## src/rtl/ps2_kbd_decoder_pkg.sv

```systemverilog
// ps2_kbd_decoder_pkg: shared byte constants, decode states
// and event word layout for the PS/2 keyboard decoder.
package ps2_kbd_decoder_pkg;

   localparam logic [7:0] PS2_EXT      = 8'hE0;
   localparam logic [7:0] PS2_BRK      = 8'hF0;
   localparam logic [7:0] PS2_PAUSE    = 8'hE1;
   localparam logic [7:0] PS2_BAT_OK   = 8'hAA;
   localparam logic [7:0] PS2_BAT_FAIL = 8'hFC;
   localparam logic [7:0] PS2_ACK      = 8'hFA;
   localparam logic [7:0] PS2_RESEND   = 8'hFE;
   localparam logic [7:0] PS2_ECHO     = 8'hEE;
   localparam logic [7:0] PS2_OVF_LO   = 8'h00;
   localparam logic [7:0] PS2_OVF_HI   = 8'hFF;
   localparam logic [7:0] PS2_PAUSE_CD = 8'h77;

   // bytes following E1 that make up the Pause sequence
   localparam logic [2:0] PAUSE_LEN = 3'd7;

   localparam int EVT_W = 11;

   typedef enum logic [2:0] {
      ST_IDLE,
      ST_EXT,
      ST_BRK,
      ST_EXT_BRK,
      ST_PAUSE
   } state_e;

   typedef struct packed {
      logic       pause;
      logic       ext;
      logic       brk;
      logic [7:0] code;
   } evt_t;

   function automatic evt_t mk_evt(
      input logic [7:0] code,
      input logic       ext,
      input logic       brk,
      input logic       pause
   );
      evt_t e;
      e.pause = pause;
      e.ext   = ext;
      e.brk   = brk;
      e.code  = code;
      return e;
   endfunction

   function automatic logic is_prefix(input logic [7:0] b);
      return (b == PS2_EXT) || (b == PS2_BRK) || (b == PS2_PAUSE);
   endfunction

endpackage

```

## src/rtl/ps2_kbd_decoder_fifo.sv

```systemverilog
// ps2_kbd_decoder_fifo: synchronous first-word-fall-through
// event FIFO; a write into a full FIFO succeeds only with a pop.
module ps2_kbd_decoder_fifo #(
   parameter int WIDTH = 11,
   parameter int DEPTH = 8
) (
   input  logic                     clk,
   input  logic                     rst,
   input  logic                     wr_i,
   input  logic [WIDTH-1:0]         wdata_i,
   input  logic                     rd_i,
   output logic [WIDTH-1:0]         rdata_o,
   output logic                     empty_o,
   output logic                     wr_ok_o,
   output logic [$clog2(DEPTH):0]   count_o
);

   localparam int AW = $clog2(DEPTH);
   localparam int CW = AW + 1;

   logic [WIDTH-1:0] mem_q [DEPTH];
   logic [AW-1:0]    wr_ptr_q, wr_ptr_d;
   logic [AW-1:0]    rd_ptr_q, rd_ptr_d;
   logic [CW-1:0]    count_q, count_d;
   logic             full, rd_ok, wr_ok;

   // accept logic and next pointers/count
   always_comb begin
      full     = (count_q == CW'(DEPTH));
      empty_o  = (count_q == '0);
      rd_ok    = rd_i & ~empty_o;
      wr_ok    = wr_i & (~full | rd_ok);
      wr_ptr_d = wr_ptr_q + AW'(wr_ok);
      rd_ptr_d = rd_ptr_q + AW'(rd_ok);
      count_d  = count_q + CW'(wr_ok) - CW'(rd_ok);
   end

   // pointer and occupancy registers
   always_ff @(posedge clk) begin
      if (rst) begin
         wr_ptr_q <= '0;
         rd_ptr_q <= '0;
         count_q  <= '0;
      end else begin
         wr_ptr_q <= wr_ptr_d;
         rd_ptr_q <= rd_ptr_d;
         count_q  <= count_d;
      end
   end

   // storage array, written only on accepted pushes
   always_ff @(posedge clk) begin
      if (wr_ok) begin
         mem_q[wr_ptr_q] <= wdata_i;
      end
   end

   assign rdata_o = mem_q[rd_ptr_q];
   assign wr_ok_o = wr_ok;
   assign count_o = count_q;

endmodule

```

## src/rtl/ps2_kbd_decoder.sv

```systemverilog
// ps2_kbd_decoder: turns scan-code-set-2 bytes into key events
// with prefix handling, event buffering and line back-pressure.
module ps2_kbd_decoder
   import ps2_kbd_decoder_pkg::*;
#(
   parameter int FIFO_DEPTH  = 8,
   parameter int HOLD_MARGIN = 2,
   parameter int PFX_TIMEOUT = 50000
) (
   input  logic       clk,
   input  logic       rst,
   input  logic [7:0] rcv_data,
   input  logic       rcv_vld,
   input  logic       rcv_parity_err,
   input  logic       rcv_no_stop_err,
   output logic       hold_req,
   output logic       evt_vld,
   input  logic       evt_rdy,
   output logic [7:0] evt_code,
   output logic       evt_ext,
   output logic       evt_brk,
   output logic       evt_pause,
   output logic       frame_err,
   output logic       bat_ok,
   output logic       bat_fail,
   output logic       kbd_ovf,
   output logic       evt_ovf,
   input  logic       ovf_clr
);

   localparam int TW = $clog2(PFX_TIMEOUT + 1);
   localparam int CW = $clog2(FIFO_DEPTH) + 1;

   state_e        state_q, state_d;
   logic [2:0]    pcnt_q, pcnt_d;
   logic [TW-1:0] tcnt_q, tcnt_d;
   logic          push_q, push_d;
   evt_t          pdata_q, pdata_d;
   logic          ferr_q, ferr_d;
   logic          bok_q, bok_d;
   logic          bfail_q, bfail_d;
   logic          kovf_q, kovf_d;
   logic          ovf_q, ovf_d;
   logic          hold_q, hold_d;

   logic [EVT_W-1:0] head_raw;
   evt_t             head;
   logic             empty, wr_ok, pop;
   logic [CW-1:0]    cnt, cnt_nxt;

   // byte-driven decode FSM with prefix timeout
   always_comb begin
      state_d = state_q;
      pcnt_d  = pcnt_q;
      tcnt_d  = '0;
      push_d  = 1'b0;
      pdata_d = '0;
      ferr_d  = 1'b0;
      bok_d   = 1'b0;
      bfail_d = 1'b0;
      kovf_d  = 1'b0;
      if (rcv_vld) begin
         if (rcv_parity_err | rcv_no_stop_err) begin
            ferr_d  = 1'b1;
            state_d = ST_IDLE;
         end else begin
            case (state_q)
               ST_IDLE: begin
                  case (rcv_data)
                     PS2_EXT:   state_d = ST_EXT;
                     PS2_BRK:   state_d = ST_BRK;
                     PS2_PAUSE: begin
                        state_d = ST_PAUSE;
                        pcnt_d  = PAUSE_LEN;
                     end
                     PS2_BAT_OK:   bok_d   = 1'b1;
                     PS2_BAT_FAIL: bfail_d = 1'b1;
                     PS2_OVF_LO,
                     PS2_OVF_HI:   kovf_d  = 1'b1;
                     PS2_ACK,
                     PS2_RESEND,
                     PS2_ECHO: ;
                     default: begin
                        push_d  = 1'b1;
                        pdata_d = mk_evt(rcv_data, 1'b0, 1'b0, 1'b0);
                     end
                  endcase
               end
               ST_EXT: begin
                  if (rcv_data == PS2_BRK) begin
                     state_d = ST_EXT_BRK;
                  end else begin
                     state_d = ST_IDLE;
                     if (!is_prefix(rcv_data)) begin
                        push_d  = 1'b1;
                        pdata_d = mk_evt(rcv_data, 1'b1, 1'b0, 1'b0);
                     end
                  end
               end
               ST_BRK: begin
                  state_d = ST_IDLE;
                  if (!is_prefix(rcv_data)) begin
                     push_d  = 1'b1;
                     pdata_d = mk_evt(rcv_data, 1'b0, 1'b1, 1'b0);
                  end
               end
               ST_EXT_BRK: begin
                  state_d = ST_IDLE;
                  if (!is_prefix(rcv_data)) begin
                     push_d  = 1'b1;
                     pdata_d = mk_evt(rcv_data, 1'b1, 1'b1, 1'b0);
                  end
               end
               ST_PAUSE: begin
                  if (pcnt_q == 3'd1) begin
                     state_d = ST_IDLE;
                     push_d  = 1'b1;
                     pdata_d = mk_evt(PS2_PAUSE_CD, 1'b0, 1'b0, 1'b1);
                  end else begin
                     pcnt_d = pcnt_q - 3'd1;
                  end
               end
               default: state_d = ST_IDLE;
            endcase
         end
      end else if (state_q != ST_IDLE) begin
         if (tcnt_q == TW'(PFX_TIMEOUT - 1)) begin
            state_d = ST_IDLE;
         end else begin
            tcnt_d = tcnt_q + TW'(1);
         end
      end
   end

   // decode state, counters and registered pulses
   always_ff @(posedge clk) begin
      if (rst) begin
         state_q <= ST_IDLE;
         pcnt_q  <= '0;
         tcnt_q  <= '0;
         push_q  <= 1'b0;
         pdata_q <= '0;
         ferr_q  <= 1'b0;
         bok_q   <= 1'b0;
         bfail_q <= 1'b0;
         kovf_q  <= 1'b0;
      end else begin
         state_q <= state_d;
         pcnt_q  <= pcnt_d;
         tcnt_q  <= tcnt_d;
         push_q  <= push_d;
         pdata_q <= pdata_d;
         ferr_q  <= ferr_d;
         bok_q   <= bok_d;
         bfail_q <= bfail_d;
         kovf_q  <= kovf_d;
      end
   end

   ps2_kbd_decoder_fifo #(
      .WIDTH (EVT_W),
      .DEPTH (FIFO_DEPTH)
   ) u_fifo (
      .clk     (clk),
      .rst     (rst),
      .wr_i    (push_q),
      .wdata_i (pdata_q),
      .rd_i    (evt_rdy),
      .rdata_o (head_raw),
      .empty_o (empty),
      .wr_ok_o (wr_ok),
      .count_o (cnt)
   );

   // overflow flag and hold request from next occupancy
   always_comb begin
      pop     = ~empty & evt_rdy;
      cnt_nxt = cnt + CW'(wr_ok) - CW'(pop);
      ovf_d   = ovf_clr ? 1'b0 : (ovf_q | (push_q & ~wr_ok));
      hold_d  = (FIFO_DEPTH - int'(cnt_nxt)) <= HOLD_MARGIN;
   end

   // sticky overflow and hold request registers
   always_ff @(posedge clk) begin
      if (rst) begin
         ovf_q  <= 1'b0;
         hold_q <= 1'b0;
      end else begin
         ovf_q  <= ovf_d;
         hold_q <= hold_d;
      end
   end

   assign head      = evt_t'(head_raw);
   assign evt_vld   = ~empty;
   assign evt_code  = evt_vld ? head.code : 8'h00;
   assign evt_ext   = evt_vld & head.ext;
   assign evt_brk   = evt_vld & head.brk;
   assign evt_pause = evt_vld & head.pause;
   assign frame_err = ferr_q;
   assign bat_ok    = bok_q;
   assign bat_fail  = bfail_q;
   assign kbd_ovf   = kovf_q;
   assign evt_ovf   = ovf_q;
   assign hold_req  = hold_q;

endmodule

```

## config.mk

```make
export PLATFORM = sky130hd
export DESIGN_NAME = ps2_kbd_decoder
export DESIGN_NICKNAME = d
export VERILOG_FILES = /design/src/rtl/ps2_kbd_decoder_pkg.sv /design/src/rtl/ps2_kbd_decoder_fifo.sv /design/src/rtl/ps2_kbd_decoder.sv
export SDC_FILE = /design/constraint.sdc
export NUM_CORES = 1
export LEC_CHECK = 0
export CAP_MARGIN = 30
export CORE_MARGIN = 3
export CORE_UTILIZATION = 45
export DETAILED_ROUTE_END_ITERATION = 16
export GPL_ROUTABILITY_DRIVEN = 0
export RECOVER_POWER = 25
export SYNTH_ARGS = -nofsm -noshare
export SYNTH_HDL_FRONTEND = slang
export SYNTH_SLANG_ARGS = --single-unit
```

## constraint.sdc

```tcl
create_clock -name clk -period 4.57 [get_ports clk]
set_input_delay 0.6855 -clock clk [delete_from_list [all_inputs] [get_ports clk]]
set_output_delay 0.6855 -clock clk [all_outputs]
set_load 0.05 [all_outputs]
```

==> results.py <==
metrics = {
    "power_and_ir_drop": {
        "power_uw": 3750,
        "p_leak_uw": 0.00227,
        "peakVddDrop_uv": 262,
        "p_per_area_mw_per_mm2": 545,
    },
    "timing": {
        "setup_tns_ns": 0,
        "fmax_mhz": 284,
        "slew_viol_final": 0,
        "fin_skew_ns": 0.00781,
        "tightest_slew_ns": 0.945,
        "finalCritPeriodShare": 0.771,
        "finalSetupViolCount": 0,
        "period_needed_ns": 3.52,
        "final_hold_viol_count": 0,
        "slew_headroom": 0.365,
        "rsz0062_at_grt": "false",
    },
    "clock_tree": {
        "clk_latency_ns": 0.42,
        "cts_setup_buffers": 0,
        "tritoncts": "yes",
        "htree_levels": 4,
        "post_cts_resized": 0,
        "numCtsBuffers": 17,
        "root_buffer": "clkbuf_16",
        "clockBufferDepth": 2,
        "path_clk_slew_ns": 0.06,
        "clock-sinks": 138,
        "cts_hold_buf": 0,
    },
    "drt": {
        "drt_iter0_markers": 181,
        "dr.pass1.iters": 4,
        "wl_per_cell_um": 16.8,
        "ant_nets": 0,
        "vias": 3377,
        "wl_um": 10800,
        "drcViolationCount": 0,
        "via_per_inst": 5.25,
    },
    "final_layout": {
        "drive_gt1_frac": 0.143,
        "antenna_cells": 0,
        "syn_to_final_growth_pct": 20.2,
        "fin_cells": 643,
        "final_util": 0.564,
        "mostFrequentLayoutCells": "88 x edfxtp_1, 55 x nor2_1, 50 x dfxtp_1, 32 x clkdlybuf4s50_1, 22 x mux4_2",
        "final_common_cell": "edfxtp_1",
        "nets": 493,
    },
    "place": {
        "dpl.cell_count": 611,
        "port_buffers": 32,
        "hpwl_um": 7120,
    },
    "critical_path": {
        "cp-start-kind": "register",
        "r2r_cells": 13,
        "endpoint_kind": "output pin",
        "timing.rr.end": "hold_req$_SDFF_PP0_",
        "cp.required_ns": 3.88,
        "path_max_fanout": 16,
        "arrival_ns": 2.84,
        "crit_type": "register to output pin",
        "rrSetupSlack_ns": 1.05,
        "regToRegStartpoint": "u_fifo.count_o[1]$_SDFF_PP0_",
    },
    "worst_hold_path": {
        "hp-class": "register to register",
        "min_from": "tcnt_q[0]$_SDFF_PP0_",
        "hold_depth": 1,
        "holdPathEnd": "tcnt_q[0]$_SDFF_PP0_",
    },
    "floorplanning": {
        "die_h_um": 119,
        "die_w_um": 119,
        "coreArea_mm2": 0.0122,
        "start_util": 0.469,
        "ioPinCount": 33,
        "rows": 40,
        "die_area_mm2": 0.0141,
    },
    "synthesis": {
        "synthCells": 415,
        "ys_seq_area_frac": 0.636,
        "syn_area_mm2": 0.00573,
        "ys_ff_latch": 138,
        "synth.avg_cell_area_um2": 13.8,
        "synth_ff_type": "edfxtp_1",
        "synth_edf_count": 88,
        "synthDistinctLibCells": 55,
        "yosysWarnings": 0,
        "async_reset_ff_frac": 0,
        "syn_nets": 446,
    },
    "grt": {
        "overflow": 0,
        "grt_pass1_wl_um": 18100,
        "grt_pass1_vias": 3501,
        "gr-usage-all-layers": 0.166,
        "grt_max_degree": 23,
        "antenna_found_initial": 0,
    },
    "status": {
        "outcome": "completed",
    },
    "run": {
        "drv_cap": 0,
    },
}
## cells in the mapped netlist (all sizes together) (7+ instances only)
cell type,number,area [um^2]
a21oi,7,46.3
and3,7,43.8
clkbuf,10,37.5
dfxtp,50,1000
edfxtp,88,2640
ha,15,188
inv,16,60.1
mux2i,11,110
mux4,22,495
nand2,21,78.8
nand3,12,60.1
nor2,55,206
nor3,8,40.0
xnor2,10,87.6
xor2,10,87.6
## through the flow
stage | setup WS, ns | cell area (um^2) | hold WS [ns]
floorplan | 1.41 | 5730 | 0.430
detailed placement | 0.868 | 6290 | 0.457
global route | 0.762 | 6890 | 0.512
CTS | 0.970 | 6890 | 0.470
finish | 1.05 | 6890 | 0.460
global placement | 0.989 | 6290 | 0.443
## power breakdown
| group | internal [uW] | switching (uW) | leakage [uW] |
|---|---|---|---|
| Sequential | 1350 | 36.0 | 0.00116 |
| Combinational | 397 | 599 | 0.000827 |
| Clock | 859 | 511 | 0.000286 |
| Total | 2610 | 1150 | 0.00227 |
## final cells by class
type	count	area (um^2)
fill	1014	5320
sequential	138	3640
multi-input combinational	247	1980
clock buffer	18	429
timing repair buffer	42	395
tap	168	210
clock inverter	14	170
inverter	16	60.1
## critical path, cell delays in order, from the launching register on
cell and delay, ns:
dfxtp_1 0.85, buf_4 0.32, mux4_2 0.32, mux2i_1 0.15, nor2_1 0.07, clkdlybuf4s50_1 0.72
## registers in the layout (all words and copies together), names as in the netlist
name             count
state_q              3
u_fifo.count_o       4
bat_fail             1
u_fifo.rd_ptr_q      3
push_q               1
u_fifo.wr_ptr_q      3
pcnt_q               3
kbd_ovf              1
u_fifo.mem_q        88
hold_req             1
pdata_q             11
tcnt_q              16
evt_ovf              1
frame_err            1
bat_ok               1
## metal layers
layer,part of all wire,GRT usage
met5,0,0
met1,0.46,0.209
met3,0.027,0.0423
met4,0.015,0.0688
met2,0.50,0.275
## worst max path at each step
| stage | cells past startpoint | endpoint | from |
|---|---|---|---|
| 2_1_floorplan | 14 | hold_req$_SDFF_PP0_ | u_fifo.count_o[2]$_SDFF_PP0_ |
| 3_3_place_gp | 13 | hold_req$_SDFF_PP0_ | evt_rdy |
| 3_5_place_dp | 13 | hold_req$_SDFF_PP0_ | evt_rdy |
| 4_1_cts | 13 | hold_req$_SDFF_PP0_ | u_fifo.count_o[1]$_SDFF_PP0_ |
| 5_1_grt | 14 | hold_req$_SDFF_PP0_ | u_fifo.count_o[1]$_SDFF_PP0_ |
| 6_report | 5 | evt_code[6] | u_fifo.rd_ptr_q[1]$_SDFF_PP0_ |
## logic make-up (layout without fill, tap and decap cells)
| logic type | count (synthesis) | count (layout) | share of synthesized area |
|---|---|---|---|
| AO/OA/AOI/OAI | 36 | 36 | 0.0454 |
| XOR/XNOR | 20 | 20 | 0.0306 |
| adder cells (fa/ha/maj) | 17 | 17 | 0.0380 |
| buffers and inverters | 30 | 90 | 0.0216 |
| flip-flops | 138 | 138 | 0.636 |
| multiplexers | 33 | 33 | 0.106 |
| AND/OR/NAND/NOR | 141 | 141 | 0.123 |
No activity file was read; power rests on OpenSTA's default activity.
